## src/rtl/game_pkg.sv

```systemverilog
// game_pkg: shared constants, state encoding and helpers for the game sequencer
package game_pkg;

    localparam int NUM_PLAYERS = 4;
    localparam int CNT_W       = 9;

    typedef enum logic [1:0] {
        IDLE      = 2'd0,
        COUNTDOWN = 2'd1,
        RUN       = 2'd2,
        OVER      = 2'd3
    } state_t;

    function automatic logic [2:0] popcount4(input logic [3:0] v);
        return 3'(v[0]) + 3'(v[1]) + 3'(v[2]) + 3'(v[3]);
    endfunction

endpackage

```

## src/rtl/tick_timer.sv

```systemverilog
// tick_timer: loadable frame-tick down counter with a zero flag
module tick_timer #(
    parameter int W = 9
) (
    input  logic         clk,
    input  logic         reset,
    input  logic         load,
    input  logic [W-1:0] load_val,
    input  logic         en,
    input  logic         tick,
    output logic [W-1:0] count,
    output logic         zero
);

    assign zero = (count == '0);

    // reload on state entry, otherwise count down one per frame tick and stop at zero
    always_ff @(posedge clk or negedge reset) begin
        if (!reset)
            count <= '0;
        else if (load)
            count <= load_val;
        else if (en && tick && !zero)
            count <= count - 1'b1;
    end

endmodule

```

## src/rtl/game_sequencer.sv

```systemverilog
// game_sequencer: round controller from lobby through countdown, play and game-over
module game_sequencer
    import game_pkg::*;
#(
    parameter int COUNTDOWN_TICKS = 180,
    parameter int GAMEOVER_TICKS  = 300,
    parameter int SCORE_W         = 16
) (
    input  logic                   clk,
    input  logic                   reset,
    input  logic                   tick,
    input  logic                   start,
    input  logic [NUM_PLAYERS-1:0] p_en,
    input  logic [NUM_PLAYERS-1:0] dead,
    output logic [NUM_PLAYERS-1:0] play,
    output logic                   enable_board,
    output logic [1:0]             state,
    output logic [CNT_W-1:0]       count,
    output logic [NUM_PLAYERS-1:0] alive,
    output logic [1:0]             winner,
    output logic                   winner_valid,
    output logic [SCORE_W-1:0]     score
);

    localparam logic [CNT_W-1:0] CD_LOAD = CNT_W'(COUNTDOWN_TICKS - 1);
    localparam logic [CNT_W-1:0] GO_LOAD = CNT_W'(GAMEOVER_TICKS - 1);

    state_t                   st;
    logic                     start_q;
    logic                     start_rise;
    logic [NUM_PLAYERS-1:0]   live;
    logic [2:0]               n_live;
    logic                     game_end;
    logic [1:0]               win_idx;
    logic                     t_load;
    logic                     t_zero;

    assign state      = st;
    assign start_rise = start & ~start_q;
    assign live       = play & ~dead;
    assign n_live     = popcount4(live);
    // multi-player rounds end at one survivor, solo rounds only when the player dies
    assign game_end   = (st == RUN) && ((popcount4(play) >= 3'd2) ? (n_live <= 3'd1) : (n_live == 3'd0));
    assign t_load     = ((st == IDLE) && start_rise && |p_en) || game_end;

    // index of the lowest surviving player; only meaningful with exactly one survivor
    always_comb begin
        win_idx = '0;
        for (int i = NUM_PLAYERS - 1; i >= 0; i--)
            if (live[i]) win_idx = 2'(i);
    end

    tick_timer #(.W(CNT_W)) u_timer (
        .clk      (clk),
        .reset    (reset),
        .load     (t_load),
        .load_val (game_end ? GO_LOAD : CD_LOAD),
        .en       ((st == COUNTDOWN) || (st == OVER)),
        .tick     (tick),
        .count    (count),
        .zero     (t_zero)
    );

    // round state machine with registered outputs
    always_ff @(posedge clk or negedge reset) begin
        if (!reset) begin
            st           <= IDLE;
            start_q      <= 1'b0;
            play         <= '0;
            alive        <= '0;
            enable_board <= 1'b0;
            winner       <= '0;
            winner_valid <= 1'b0;
            score        <= '0;
        end else begin
            start_q <= start;
            alive   <= live;
            case (st)
                IDLE: begin
                    if (start_rise && |p_en) begin
                        st           <= COUNTDOWN;
                        play         <= p_en;
                        score        <= '0;
                        winner       <= '0;
                        winner_valid <= 1'b0;
                    end
                end
                COUNTDOWN: begin
                    if (tick && t_zero) begin
                        st           <= RUN;
                        enable_board <= 1'b1;
                    end
                end
                RUN: begin
                    if (tick && (score != {SCORE_W{1'b1}}))
                        score <= score + 1'b1;
                    if (game_end) begin
                        st           <= OVER;
                        enable_board <= 1'b0;
                        winner_valid <= (n_live == 3'd1);
                        winner       <= (n_live == 3'd1) ? win_idx : 2'd0;
                    end
                end
                OVER: begin
                    if (tick && t_zero) begin
                        st   <= IDLE;
                        play <= '0;
                    end
                end
            endcase
        end
    end

endmodule

```

## config.mk

```make
export PLATFORM = sky130hd
export DESIGN_NAME = game_sequencer
export DESIGN_NICKNAME = d
export VERILOG_FILES = /design/src/rtl/game_pkg.sv /design/src/rtl/tick_timer.sv /design/src/rtl/game_sequencer.sv
export SDC_FILE = /design/constraint.sdc
export NUM_CORES = 1
export LEC_CHECK = 0
export CORE_MARGIN = 2
export CORE_UTILIZATION = 60
export CTS_CLUSTER_DIAMETER = 60
export DETAILED_ROUTE_END_ITERATION = 16
export DONT_BUFFER_PORTS = 1
export HOLD_SLACK_MARGIN = 0.02
export PLACE_DENSITY = 0.74
export SETUP_SLACK_MARGIN = 0.1
export SYNTH_ARGS = -nofsm -noshare
export SYNTH_HDL_FRONTEND = slang
export SYNTH_SLANG_ARGS = --single-unit
```

## constraint.sdc

```tcl
create_clock -name clk -period 3.59 [get_ports clk]
set_clock_uncertainty 0.1 [all_clocks]
set_input_delay 0.5385 -clock clk [delete_from_list [all_inputs] [get_ports clk]]
set_output_delay 0.5385 -clock clk [all_outputs]
set_load 0.03 [all_outputs]
```

======== After elaboration in Yosys (flattened, before gate mapping) ========
Cells that the tools add are included.
Widths: inputs -> output; s select.
word-level totals
  bits in writable memories ............... 0
  output and inout bits ................... 39
  memories ................................ 0
  bits in registers ....................... 40
  ROM bits ................................ 0
  latch bits .............................. 0
cells by class
  multiply operators ...................... 0
  shift-type cells ........................ 0
  div/mod/pow operators ................... 0
  reductions and logical operators ........ 24
  equality and inequality tests ........... 10
  order comparisons ....................... 2
  bitwise operators ....................... 4
  muxes and demuxes ....................... 29
  add/subtract/negate cells ............... 8
operators with widths
  cell                   number
  $mux 16                2
  $pmux 16 s2            1
  $mux 9                 3
  $mux 2                 11
  $add 16x1->16 const B  1
  $ne 16x16->1 const B   1
  $reduce_and 3->1       4
  $logic_not 9->1        1
  $sub 9x1->9 const B    1
  $logic_and 1x1->1      8
  $mux 4                 2
  $ne 2x1->1 const B     4
  $pmux 2 s4             1
  $pmux 4 s2             1
  $reduce_bool 2->1      4
  $add 2x1->3            2
  $add 3x1->3            2
  $mux 1                 5
  $add 1x1->2            2
  $and 4x4->4            1
  $eq 2x2->1 const B     2
  $not 4->4              1
  $pmux 1 s2             2
  $pmux 2 s2             1
  13 further kinds       14

======== Depth between registers and ports, before layout ========
  word-level depth ........................ 10
  mapped depth ............................ 10
  depth with buffers taken out ............ 10

======== By module ========
Synthesis repeated with hierarchy kept, for this count alone.
second synthesis, totals
  cell total of the unflattened synthesis .. 254
  area, all modules ....................... 2411.1 um^2
by module, submodules not included
  module          area each (um^2)  times used  cells an instance  sequential area each (um^2)
  game_sequencer  1859.3            1           192                775.7
  tick_timer      551.8             1           62                 225.2

======== Least setup slack after synthesis ========
OpenSTA, ideal clock, no wires.
  path type ............................... register -> register
  from .................................... register play[3]
  to ...................................... register winner[1]
  setup time .............................. 121 ps
  arrival ................................. 2882 ps
  path slack .............................. 487 ps
  clock period less this slack ............ 3103 ps
  path buffers ............................ 0
  cell stages (with the launch flop) ...... 11
  required time ........................... 3369 ps
  path through ............................ dfrtp_1 > nor2b_1 > fa_1 > ha_1 > inv_1 > ha_1 > or3b_1 > a21oi_1 > o31a_1 > o21ai_0 > a22o_1
on the way
  cells in the longest elaborated chain, start to end .. 8
ends and longest elaborated chain
  item                                                 line                   text
  start: declaration                                   game_sequencer.sv:15   output logic [NUM_PLAYERS-1:0] play,
  start signal: assignment                             game_sequencer.sv:82   play <= p_en;
  $and 4x4->4 (*)                                      game_sequencer.sv:40   assign live = play & ~dead;
  via live[3]                                          game_sequencer.sv:31   logic [NUM_PLAYERS-1:0] live;
  branches (longest 7 deep; another with $add 3x1->3)  n/a
  end signal: assignment                               game_sequencer.sv:101  winner <= (n_live == 3'd1) ? win_idx : 2'd0;
  end: declaration                                     game_sequencer.sv:20   output logic [1:0] winner,
Mark *: on every way through the listed nets, which the timed path passes. The select of a mux whose other input is x is not followed.
A chain may end at the register's enable or synchronous reset.

======== Final worst setup path ========
  from .................................... register play[0]
  to ...................................... register winner[0]
on the way
  cells in the longest elaborated chain, start to end .. 9
ends and longest elaborated chain
  item                                                  line                  text
  $and 4x4->4 (*)                                       game_sequencer.sv:40
  via live[0]                                           game_sequencer.sv:31
  $add 1x1->2                                           game_pkg.sv:15        return 3'(v[0]) + 3'(v[1]) + 3'(v[2]) + 3'(v[3]);
  $add 2x1->3                                           game_pkg.sv:15
  $add 3x1->3                                           game_pkg.sv:15
  $le 3x1->1 / $logic_not 3->1 (equally long branches)  game_sequencer.sv:43  assign game_end = (st == RUN) && ((popcount4(play) >= 3'd2) ? (n_live <= 3'd1) : (n_live == 3'd0));
  $mux 1                                                game_sequencer.sv:43
  $logic_and 1x1->1                                     game_sequencer.sv:43
  $ne 2x2->1 (no line)                                  n/a
  $reduce_and 3->1 (no line)                            n/a
Mark *: on every way through the listed nets, which the timed path passes. The rest lies on a longest branch. The select of a mux whose other input is x is not followed.

==> impl_metrics.tcl <==
set metrics [dict create \
    synthesis.nets 253 \
    grt_pass1_wl_um 8970 \
    p_per_area_mw_per_mm2 854.2 \
    drtPass1Iterations 4 \
    worst_ep_required_time_ps 3720 \
    yosys_warnings 0 \
    rows 22 \
    grt_start_max_net_pins 41 \
    layout_setup_ws_ps 308.1 \
    synth_area_leaders "dfrtp_1, ha_1, o21ai_0" \
    leakagePower_nw 1.106 \
    htree_levels 2 \
    status "complete, no violations" \
    wl_um 5349 \
    diodes 0 \
    route.vias.total 1850 \
    cp_max_fo 8 \
    path_delay_family "adder cells" \
    drc_errors 0 \
    min_period_ps 3282 \
    async_flop_share_pct 100.0 \
    synth_cells 228 \
    cp_num_buf_inv 1 \
    worst_pin_slew_ps 564.0 \
    die_x_um 66.75 \
    synth_top_cell_by_area "dfrtp_1" \
    ys_seq_area_share_pct 42.37 \
    fp.dieH_um 66.75 \
    slowest_stage "fa_1" \
    dieArea_mm2 0.004455 \
    max_stage_delay_ps 540 \
    grt_pass1_vias 1969 \
    cts.path.max_buffers 2 \
    clock-sinks 40 \
    relSlewSlack_pct 62.15 \
    ys.flop_type "dfrtp_1" \
    drv_cap 0 \
    rsz0062_at_grt "false" \
    ir_worst_vdd_mv 0.5688 \
    track_usage_pct 26.82 \
    yosysTopAreaCellShare_pct 42.37 \
    cp.arrival_ps 3410 \
    cts_tree "built" \
    floorplan.initialDensity_pct 63.57 \
    drt-initial-drc-count 171 \
    grt-ovfl-total 0 \
    worstSkewPairLatency_ps 290 \
    antenna_found_initial 0 \
    fin_nets 260 \
    final_util_pct 67.27 \
    hold_path_class "input port to flop" \
    coreArea_mm2 0.003716 \
    fin_tns_setup_ps 0 \
    post-route-period-util_pct 91.42 \
    synth-edff-count 0 \
    end_kind "flop" \
    setup_viol_count_final 0 \
    syn2layout_area_growth_pct 5.826 \
    place_ws_ps 158.7 \
    ant_nets 0 \
    worstPathCellList "nor2b_2 -> fa_1 -> ha_1 -> inv_1 -> ha_1 -> or3b_1 -> a21oi_1 -> o21ai_1 -> nor3_2 -> a22o_1" \
    avgViaCountPerCell 6.514 \
    setup.worst_path.class "flop to flop" \
    cp-start-kind "flop" \
    cts_buffers 5 \
    synth_seq_cells 40 \
    synth.avg_cell_area_um2 10.36 \
    avgRoutedWirePerCell_um 18.83 \
    cts_root_buf "clkbuf_8" \
    clkSlewWorstSetupHoldPaths_ps 70 \
    finalHoldViolCount 0 \
    cts_setup_buffers 0 \
    crit_top_cell "ha_1" \
    hpwl_um 3686 \
    drive_above_1_share_pct 13.98 \
    numPortBuffers 0 \
    fmax_mhz 304.7 \
    place.gp.congestion 0.8425 \
    netlist_area_mm2 0.002362 \
    ys_types 57 \
    drv_slew 0 \
    ios 51 \
]
-- power by group --
group          total (mW)  internal, mW  switching [mW]
combinational       0.904         0.352           0.552
clock               0.306         0.157           0.149
sequential          0.925         0.570           0.355
-- cell families after synthesis --
logic type / synth area share [%]
flip-flops: 42.37
AO/OA/AOI/OAI: 17.90
buffers and inverters: 4.713
adder cells (fa/ha/maj): 7.521
multiplexers: 0.9004
XOR/XNOR: 2.966
AND/OR/NAND/NOR: 23.62
-- flip-flops by register name (all words and copies together) (netlist names) --
| register | cells |
|---|---|
| score | 16 |
| u_timer.count | 9 |
| enable_board | 1 |
| winner_valid | 1 |
| state | 2 |
| alive | 4 |
| winner | 2 |
| play | 4 |
| start_q | 1 |
-- repair_timing --
| action | in CTS | in global routing |
|---|---|---|
| hold buffers | 2 | 0 |
| hold endpoints to repair | 40 | 0 |
| endpoints found under the setup margin | 0 | 4 |
| resized for setup | 0 | 3 |
-- layout make-up --
cell class,count,area (um2)
Multi-Input combinational cell,173,1257
Fill cell,285,1216
Sequential cell,40,1002
Clock buffer,8,90.09
Tap cell,48,60.06
Timing Repair Buffer,5,52.55
Inverter,10,37.54
-- final timing paths --
path | start | end | slack, ps | depth (start not counted)
hold / removal | start | start_q | 170 | 0
hold reg to reg | play[3] | alive[3] | 520 | 1
max in group asynchronous | reset | play[0] | 2550 | 2
min in group asynchronous | reset | score[3] | 620 | 2
setup / recovery | play[0] | winner[0] | 310 | 10
setup reg to reg | play[0] | winner[0] | 310 | 10
-- metrics by stage --
| step | hold WS, ps | power [mW] | std cells | cell area (um2) |
|---|---|---|---|---|
| 6_report | 174.9 | 2.135 | 284 | 2500 |
| 3_5_place_dp | 144.0 | 1.795 | 274 | 2371 |
| 2_1_floorplan | 142.9 | 1.666 | 228 | 2362 |
| 5_1_grt | 158.5 | 2.288 | 284 | 2500 |
| 4_1_cts | 171.2 | 2.124 | 284 | 2491 |
| 3_3_place_gp | 143.8 | 1.755 | 274 | 2371 |
-- worst register-to-register path, stage by stage, from the launching register on --
cell and delay [ps]:
dfrtp_2 500, nor2b_2 220, fa_1 540, ha_1 170, inv_1 60, ha_1 280, or3b_1 380, a21oi_1 250
o21ai_1 270, nor3_2 280, a22o_1 170
-- layer usage --
layer,up-vias,track usage [%],share of wire (%)
met3,7,7.432,7.3
met2,79,44.63,48
met1,904,33.26,43
met5,-,0,0
met4,0,9.694,1.1
li1,860,-,-
-- cells in the mapped netlist, drive strengths merged, types with 4 or more instances --
master / count
a22o: 8
xor2: 6
nor2b: 4
o21ai: 17
nand3: 12
nand2b: 10
inv: 9
nor3: 6
and3: 7
dfrtp: 40
nor4: 10
a211o: 8
a21oi: 6
ha: 11
nor2: 12
nand2: 18
-- placed cells by master (no fill, tap or decap), types with 3 or more instances in the layout --
cell / synthesis / final
a22o_1: 8 / 8
a21oi_1: 6 / 6
nand3_1: 11 / 11
nor3_1: 6 / 5
inv_1: 9 / 9
nand2b_1: 9 / 9
nand2_1: 18 / 18
xor2_1: 6 / 6
and3_1: 5 / 5
nor4_1: 8 / 8
nor2b_1: 4 / 3
a211o_2: 7 / 7
dfrtp_1: 40 / 39
o21ai_0: 16 / 16
ha_1: 11 / 11
clkbuf_8: 0 / 6
nor2_1: 12 / 12
buf_4: 0 / 3
Power figures use the tool's default switching activity.
